File: config.mk
export PLATFORM = sky130hd
export DESIGN_NAME = conv_mem_reader_flat
export DESIGN_NICKNAME = d
export VERILOG_FILES = /design/src/rtl/conv_mem_reader_if.sv /design/src/rtl/conv_mem_reader.sv /design/src/flat_wrapper.sv
export SDC_FILE = /design/constraint.sdc
export NUM_CORES = 1
export LEC_CHECK = 0
export ABC_CLOCK_PERIOD_IN_PS = 5700
export CAP_MARGIN = 30
export CELL_PAD_IN_SITES_DETAIL_PLACEMENT = 0
export CELL_PAD_IN_SITES_GLOBAL_PLACEMENT = 1
export CORE_MARGIN = 10
export CORE_UTILIZATION = 35
export DETAILED_ROUTE_END_ITERATION = 7
export PLACE_DENSITY = 0.74
export SLEW_MARGIN = 20
export SYNTH_ARGS = -nofsm -noshare
export SYNTH_HDL_FRONTEND = slang
export SYNTH_SLANG_ARGS = --single-unit
File: constraint.sdc
create_clock -name clk -period 5.7 [get_ports clk]
set_clock_uncertainty 0.1 [all_clocks]
set_input_delay 1.14 -clock clk [delete_from_list [all_inputs] [get_ports clk]]
set_output_delay 1.14 -clock clk [all_outputs]
set_load 0.01 [all_outputs]
File: src/rtl/conv_mem_reader_if.sv
// Bundles the conv_mem_reader request/response and memory-read signals.
// Latency: none; this file holds only wires and modports.
// Backpressure: none; start_mem is a level request and stays high until done_mem.
//
// Signals:
//   start_mem  level request from the conv control unit
//   base_addr  first word address of the 3x3 window
//   mem_rd     memory read strobe
//   mem_addr   memory read address
//   mem_data   memory read data, valid the cycle after mem_rd/mem_addr
//   win_data   window register file, word i at [i*DATA_W +: DATA_W]
//   done_mem   one-cycle completion pulse
//   busy       high whenever the reader is not idle
// master = control unit plus memory side; slave = the reader.
interface conv_mem_reader_if #(
   parameter int ADDR_W = 8,
   parameter int DATA_W = 16,
   parameter int NWORDS = 9
);
   logic                       start_mem;
   logic [ADDR_W-1:0]          base_addr;
   logic                       mem_rd;
   logic [ADDR_W-1:0]          mem_addr;
   logic [DATA_W-1:0]          mem_data;
   logic [NWORDS*DATA_W-1:0]   win_data;
   logic                       done_mem;
   logic                       busy;

   modport master (
      output start_mem,
      output base_addr,
      output mem_data,
      input  mem_rd,
      input  mem_addr,
      input  win_data,
      input  done_mem,
      input  busy
   );

   modport slave (
      input  start_mem,
      input  base_addr,
      input  mem_data,
      output mem_rd,
      output mem_addr,
      output win_data,
      output done_mem,
      output busy
   );
endinterface

File: src/rtl/conv_mem_reader.sv
// Fetches NWORDS consecutive memory words starting at base_addr into a window register file.
// Latency: request sampled at edge 0, reads in cycles 1..NWORDS, done_mem in cycle NWORDS+2.
// Backpressure: none; dropping start_mem during READ/DRAIN aborts, a held start_mem never re-triggers.
//
// Ports:
//   clk  single clock, all state changes on the rising edge
//   rst  asynchronous active-high reset
//   bus  conv_mem_reader_if slave modport (start_mem, base_addr, mem_rd, mem_addr,
//        mem_data, win_data, done_mem, busy)
module conv_mem_reader #(
   parameter int ADDR_W = 8,
   parameter int DATA_W = 16,
   parameter int NWORDS = 9
) (
   input  logic             clk,
   input  logic             rst,
   conv_mem_reader_if.slave bus
);

   localparam int               CNT_W = (NWORDS > 1) ? $clog2(NWORDS) : 1;
   localparam logic [CNT_W-1:0] LAST  = CNT_W'(NWORDS - 1);

   typedef enum logic [2:0] {
      ST_IDLE,
      ST_READ,
      ST_DRAIN,
      ST_DONE,
      ST_HOLD
   } state_t;

   state_t              r_state;
   state_t              w_state_nxt;

   logic [CNT_W-1:0]    r_cnt;
   logic [ADDR_W-1:0]   r_base;

   // Capture pipeline: the word addressed in one cycle lands on mem_data in
   // the next, so the index of the outstanding read is carried one cycle.
   logic                r_cap_vld;
   logic [CNT_W-1:0]    r_cap_idx;

   logic [DATA_W-1:0]   r_win [NWORDS];

   logic                w_accept;
   logic                w_abort;
   logic                w_mem_rd;
   logic                w_done;
   logic                w_capture;
   logic [ADDR_W-1:0]   w_mem_addr;
   logic [NWORDS*DATA_W-1:0] w_win;

   // ------------------------------------------------------------------
   // FSM state register
   // ------------------------------------------------------------------
   always_ff @(posedge clk or posedge rst) begin
      if (rst) begin
         r_state <= ST_IDLE;
      end else begin
         r_state <= w_state_nxt;
      end
   end

   // ------------------------------------------------------------------
   // FSM next state and decoded controls
   // ------------------------------------------------------------------
   always_comb begin
      w_state_nxt = r_state;
      w_accept    = 1'b0;
      w_abort     = 1'b0;
      w_mem_rd    = 1'b0;
      w_done      = 1'b0;

      case (r_state)
         ST_IDLE: begin
            if (bus.start_mem) begin
               w_accept    = 1'b1;
               w_state_nxt = ST_READ;
            end
         end

         ST_READ: begin
            w_mem_rd = 1'b1;
            if (!bus.start_mem) begin
               w_abort     = 1'b1;
               w_state_nxt = ST_IDLE;
            end else if (r_cnt == LAST) begin
               w_state_nxt = ST_DRAIN;
            end
         end

         ST_DRAIN: begin
            if (!bus.start_mem) begin
               w_abort     = 1'b1;
               w_state_nxt = ST_IDLE;
            end else begin
               w_state_nxt = ST_DONE;
            end
         end

         ST_DONE: begin
            w_done      = 1'b1;
            w_state_nxt = ST_HOLD;
         end

         ST_HOLD: begin
            // A level that is still high after completion must not start a
            // second fetch; the control unit has to drop it first.
            if (!bus.start_mem) begin
               w_state_nxt = ST_IDLE;
            end
         end

         default: begin
            w_state_nxt = ST_IDLE;
         end
      endcase
   end

   // Address wraps naturally at 2^ADDR_W.
   assign w_mem_addr = w_mem_rd ? (r_base + ADDR_W'(r_cnt)) : '0;

   // The pending word is dropped if the request is abandoned in this cycle.
   assign w_capture  = r_cap_vld && !w_abort;

   // ------------------------------------------------------------------
   // Base address latch and word counter
   // ------------------------------------------------------------------
   always_ff @(posedge clk or posedge rst) begin
      if (rst) begin
         r_base <= '0;
         r_cnt  <= '0;
      end else if (w_accept) begin
         r_base <= bus.base_addr;
         r_cnt  <= '0;
      end else if (r_state == ST_READ) begin
         if (w_abort || (r_cnt == LAST)) begin
            r_cnt <= '0;
         end else begin
            r_cnt <= r_cnt + CNT_W'(1);
         end
      end
   end

   // ------------------------------------------------------------------
   // Outstanding-read tracker
   // ------------------------------------------------------------------
   always_ff @(posedge clk or posedge rst) begin
      if (rst) begin
         r_cap_vld <= 1'b0;
         r_cap_idx <= '0;
      end else begin
         r_cap_vld <= w_mem_rd && !w_abort;
         r_cap_idx <= r_cnt;
      end
   end

   // ------------------------------------------------------------------
   // Window register file: only the addressed word is written
   // ------------------------------------------------------------------
   always_ff @(posedge clk or posedge rst) begin
      if (rst) begin
         for (int i = 0; i < NWORDS; i++) begin
            r_win[i] <= '0;
         end
      end else if (w_capture) begin
         for (int i = 0; i < NWORDS; i++) begin
            if (r_cap_idx == CNT_W'(i)) begin
               r_win[i] <= bus.mem_data;
            end
         end
      end
   end

   always_comb begin
      w_win = '0;
      for (int i = 0; i < NWORDS; i++) begin
         w_win[i*DATA_W +: DATA_W] = r_win[i];
      end
   end

   // ------------------------------------------------------------------
   // Outputs
   // ------------------------------------------------------------------
   assign bus.mem_rd   = w_mem_rd;
   assign bus.mem_addr = w_mem_addr;
   assign bus.win_data = w_win;
   assign bus.done_mem = w_done;
   assign bus.busy     = (r_state != ST_IDLE);

   // ------------------------------------------------------------------
   // Invariants
   // ------------------------------------------------------------------
   a_cnt_range: assert property (@(posedge clk) disable iff (rst) r_cnt <= LAST);
   a_done_hold: assert property (@(posedge clk) disable iff (rst)
                                 (r_state == ST_DONE) |=> (r_state == ST_HOLD));

endmodule

File: src/flat_wrapper.sv
// flat-port wrapper written by rule: the top's interface ports become plain ports
module conv_mem_reader_flat 
#(
   parameter int ADDR_W = 8,
   parameter int DATA_W = 16,
   parameter int NWORDS = 9
)
  (clk, rst, bus_start_mem, bus_base_addr, bus_mem_data, bus_mem_rd, bus_mem_addr, bus_win_data, bus_done_mem, bus_busy);
  conv_mem_reader_if #(.ADDR_W(ADDR_W), .DATA_W(DATA_W), .NWORDS(NWORDS)) bus_i ();
  input  logic clk;
  input  logic rst;
  input wire logic [$bits(bus_i.start_mem)-1:0] bus_start_mem;
  input wire logic [$bits(bus_i.base_addr)-1:0] bus_base_addr;
  input wire logic [$bits(bus_i.mem_data)-1:0] bus_mem_data;
  output wire logic [$bits(bus_i.mem_rd)-1:0] bus_mem_rd;
  output wire logic [$bits(bus_i.mem_addr)-1:0] bus_mem_addr;
  output wire logic [$bits(bus_i.win_data)-1:0] bus_win_data;
  output wire logic [$bits(bus_i.done_mem)-1:0] bus_done_mem;
  output wire logic [$bits(bus_i.busy)-1:0] bus_busy;
  assign bus_i.start_mem = bus_start_mem;
  assign bus_i.base_addr = bus_base_addr;
  assign bus_i.mem_data = bus_mem_data;
  assign bus_mem_rd = bus_i.mem_rd;
  assign bus_mem_addr = bus_i.mem_addr;
  assign bus_win_data = bus_i.win_data;
  assign bus_done_mem = bus_i.done_mem;
  assign bus_busy = bus_i.busy;
  conv_mem_reader #(.ADDR_W(ADDR_W), .DATA_W(DATA_W), .NWORDS(NWORDS)) u_core (.clk(clk), .rst(rst), .bus(bus_i));
endmodule
Word level (Yosys, flattened, before mapping). Cells that the tools add are included.

Input bits: 27. Bits in registers: 164. Output and inout port bits: 155. Logic and storage cells: 67.

Reduce and logical (&&, ||, !) cells: 19. Add/subtract/negate cells: 2. Eq/ne operators: 16. Mux-type cells: 16.

Operators with widths (number): 2-bit AND reduction (9); 4-bit by 3-bit equality test with 1-bit output (second input constant) (4); 3-bit one-hot mux with 5 select lines (1); 3-bit two-way mux (4); 4-bit two-way mux (3); 8-bit by 4-bit adder with 8-bit output (1); 4-bit by 2-bit equality test with 1-bit output (second input constant) (2); 4-bit equality test (second input constant) (2); 8-bit two-way mux (1); 3-bit by 2-bit equality test with 1-bit output (second input constant) (2); 1-bit two-way mux (6); 4-bit by 1-bit adder with 4-bit output (second input constant) (1); 4-bit by 1-bit equality test with 1-bit output (second input constant) (1); 4-bit logical NOT (1); 2-bit != test (second input constant) (2); 3-bit by 1-bit equality test with 1-bit output (second input constant) (1); 3-bit equality test (second input constant) (1); 3-bit logical NOT (1); 3-bit != test (second input constant) (1); 3-bit AND reduction (1); 3-bit nonzero test (1); 1-bit logical AND (2); 2-bit two-way mux (1); 2-bit nonzero test (1); other kinds (3) (3).

Depth between registers and ports, before layout.
Depth in word-level cells: 7. Gate-level depth with buffers: 7. Gate-level depth less buffers: 6.

Worst setup path before layout. OpenSTA, ideal clock, no wires.

Path kind: register to output. Start: register u_core.r_cnt[0]. End: output bus_mem_addr[6]. Data required time: 4460 ps. Setup slack: 2788 ps. Buffers on the path: 0. Arrival time: 1672 ps. Stages on the path, launching flop included: 7. Cell sequence: dfrtp_1 > ha_1 > fa_1 > a211o_1 > o2111ai_1 > xor2_1 > nor2_1.

Longest elaborated chain between the ends: 2.

RTL lines: start: declaration (line conv_mem_reader.sv:34) `logic [CNT_W-1:0] r_cnt;`; start signal: assignment (line conv_mem_reader.sv:139) `r_cnt <= r_cnt + CNT_W'(1);`; 8-bit by 4-bit adder with 8-bit output (line conv_mem_reader.sv:120) `assign w_mem_addr = w_mem_rd ? (r_base + ADDR_W'(r_cnt)) : '0;`; 8-bit two-way mux (line conv_mem_reader.sv:120); end: declaration (line flat_wrapper.sv:16) `output wire logic [$bits(bus_i.mem_addr)-1:0] bus_mem_addr;`.

Every way passes these cells.

Worst setup path in the final report.
Start: register u_core.r_cnt[2]. End: output bus_mem_addr[7].

Same word-level chain as after synthesis.

==> impl_metrics.env <==
export IMPL_slew_headroom=0.485
export IMPL_power_density_mw_per_mm2=346
export IMPL_crit_path_top_delay_cell="clkdlybuf4s50_1"
export IMPL_hold_viol_final=0
export IMPL_min_to="u_core.bus.win_data[122]"
export IMPL_ant_nets=0
export IMPL_syn_area_mm2=0.00665
export IMPL_fp_dieH_um=158
export IMPL_nets=649
export IMPL_rows=50
export IMPL_rsz0062_at_grt="false"
export IMPL_drive_gt1_frac=0.331
export IMPL_drcViolationCount=0
export IMPL_grt_max_degree=88
export IMPL_crit_type="reg2out"
export IMPL_track_usage=0.146
export IMPL_ys_ff_latch=164
export IMPL_r2r_start="u_core.r_state[0]"
export IMPL_drtPass1Iterations=4
export IMPL_worst_pin_slew_ns=0.766
export IMPL_required_ns=4.46
export IMPL_synth_async_sr_flop_share=1.00
export IMPL_antenna_found_initial=0
export IMPL_ioPinCount=182
export IMPL_grt_first_pass_wirelength_um=27600
export IMPL_ir_drop_uv=217
export IMPL_r2r_end="u_core.bus.win_data[88]"
export IMPL_min_path_cells=1
export IMPL_hold_path_class="reg2reg"
export IMPL_antenna_cells=0
export IMPL_setup_viol=0
export IMPL_gp_congestion=0.781
export IMPL_max_stage_delay_ns=0.56
export IMPL_period_minus_slack_ns=3.95
export IMPL_hpwl_um=13300
export IMPL_cts_sinks=164
export IMPL_crit_chain="ha_1 > o21ai_0 > o21ba_2 > or3_1 > a21oi_1 > clkdlybuf4s50_1"
export IMPL_seq_area_frac_synth=0.618
export IMPL_synth_edf_count=0
export IMPL_wl_per_cell_um=20.9
export IMPL_grt_ovfl_total=0
export IMPL_drv_slew=0
export IMPL_coreArea_mm2=0.0187
export IMPL_r2r_setup_slack_ns=2.92
export IMPL_num_vias=4209
export IMPL_synthCells=418
export IMPL_post_route_period_util=0.694
export IMPL_die_x_um=158
export IMPL_cts_root_buf="clkbuf_16"
export IMPL_p_leak_nw=4.05
export IMPL_syn_to_final_growth_pct=41.2
export IMPL_postCtsSetupRepairBufs=0
export IMPL_fin_cells=862
export IMPL_drt_iter0_drc=205
export IMPL_reg2reg_depth=5
export IMPL_wl_um=18000
export IMPL_worstPathMaxFanout=7
export IMPL_numCtsBuffers=17
export IMPL_placed_cells=830
export IMPL_clk_pin_slew_ns=0.07
export IMPL_cts_tree="built"
export IMPL_cap_viol_max_count=0
export IMPL_cts_hold_buf=0
export IMPL_io_buffers=181
export IMPL_place_area_mm2=0.00879
export IMPL_fillers=1589
export IMPL_arrival_ns=2.71
export IMPL_clkLatencyLatePin_ns=0.42
export IMPL_die_area_mm2=0.0249
export IMPL_cts_resized=0
export IMPL_ys_warn_count=0
export IMPL_fmax_mhz=253
export IMPL_grt_pass1_vias=4596
export IMPL_total_power_mw=3.25
export IMPL_synth_area_per_cell_um2=15.9
export IMPL_setup_tns_ns=0
export IMPL_synth_cell_types=44
export IMPL_status="finished, final reports clean"
export IMPL_syn_nets=452
export IMPL_cts_max_path_buffers=2
export IMPL_crit_family="buffers and inverters"
export IMPL_start_kind="flop"
export IMPL_synthFlopType="dfrtp_1"
export IMPL_end_kind="primary output"
export IMPL_path_buf_inv=1
export IMPL_final_cell_mix="clkdlybuf4s50_1 (181), dfrtp_1 (164), mux2_2 (139), clkbuf_16 (17), mux2_4 (10)"
export IMPL_layout_commonest_cell="clkdlybuf4s50_1"
export IMPL_initial_utilization=0.355
export IMPL_hp_start="u_core.bus.win_data[122]"
export IMPL_cts_htree_levels=4
export IMPL_fin_area_mm2=0.00938
export IMPL_viasPerCell=4.88
report_power, final:
part           internal [mW]  switching [mW]
Clock                  0.640           0.496
Sequential              1.32           0.104
Combinational          0.413           0.274
Total                   2.38           0.874
layer usage:
metal,GRT usage,part of all wire,wire [um]
met4,0.0467,0.011,191
met2,0.231,0.46,8200
met3,0.0513,0.082,1470
met5,0,0,0
met1,0.184,0.45,8120
worst max-delay path by stage:
stage,cells past startpoint,from,end
floorplan,1,rst,u_core.bus.win_data[0]
global placement,5,bus_start_mem,u_core.bus.win_data[0]
detailed placement,6,bus_start_mem,u_core.bus.win_data[86]
CTS,7,u_core.r_cnt[0],bus_mem_addr[6]
global route,6,u_core.r_cnt[2],bus_mem_addr[7]
finish,6,u_core.r_cnt[2],bus_mem_addr[7]
layout make-up:
type / instances / area (um^2) / share of cell area
Sequential cell: 164 / 4100 / 0.437
Multi-Input combinational cell: 233 / 2430 / 0.259
Timing Repair Buffer: 193 / 1940 / 0.206
Clock buffer: 19 / 453 / 0.0483
Tap cell: 234 / 293 / 0.0312
Clock inverter: 13 / 143 / 0.0152
Inverter: 6 / 27.5 / 0.00293
kinds of logic after synthesis:
logic type | share of synthesized area
xor+xnor | 0.00395
mux | 0.260
simple gates | 0.0614
flops | 0.618
compound gates | 0.0245
fa+ha+maj | 0.0143
buf+inv | 0.0185
through the flow:
| stage | setup WS (ns) | hold slack [ns] | utilization |
|---|---|---|---|
| global placement | 1.61 | 0.371 | 0.466 |
| CTS | 1.71 | 0.393 | 0.502 |
| floorplan | 0.0267 | 0.323 | - |
| global route | 1.56 | 0.418 | 0.502 |
| detailed placement | 1.85 | 0.378 | 0.470 |
| finish | 1.75 | 0.393 | 0.502 |
cell usage after synthesis (2+ instances only):
library cell | number | area (um^2)
dfrtp_1 | 164 | 4100
mux2_2 | 139 | 1570
buf_2 | 10 | 50.1
mux2_4 | 10 | 150
nor2_1 | 9 | 33.8
o21ai_0 | 8 | 40.0
ha_1 | 6 | 75.1
inv_1 | 6 | 22.5
a21oi_1 | 5 | 25.0
nand2_1 | 4 | 15.0
nor4_4 | 4 | 85.1
a21o_1 | 3 | 22.5
and3b_1 | 3 | 26.3
nand3_1 | 3 | 15.0
nor2b_1 | 3 | 18.8
nor3_1 | 3 | 15.0
nor4b_4 | 3 | 71.3
a211oi_1 | 2 | 15.0
and2_1 | 2 | 12.5
buf_6 | 2 | 22.5
clkbuf_1 | 2 | 7.51
nor3b_1 | 2 | 15.0
or3_1 | 2 | 12.5
or3b_2 | 2 | 17.5
xnor2_1 | 2 | 17.5
flip-flops by register name, indices dropped and copies added, names as in the netlist:
signal / flops
u_core.bus.win_data: 144
u_core.r_base: 8
u_core.r_cap_idx: 4
u_core.r_cnt: 4
u_core.r_state: 3
u_core.r_cap_vld: 1
Power figures use the tool's default switching activity.
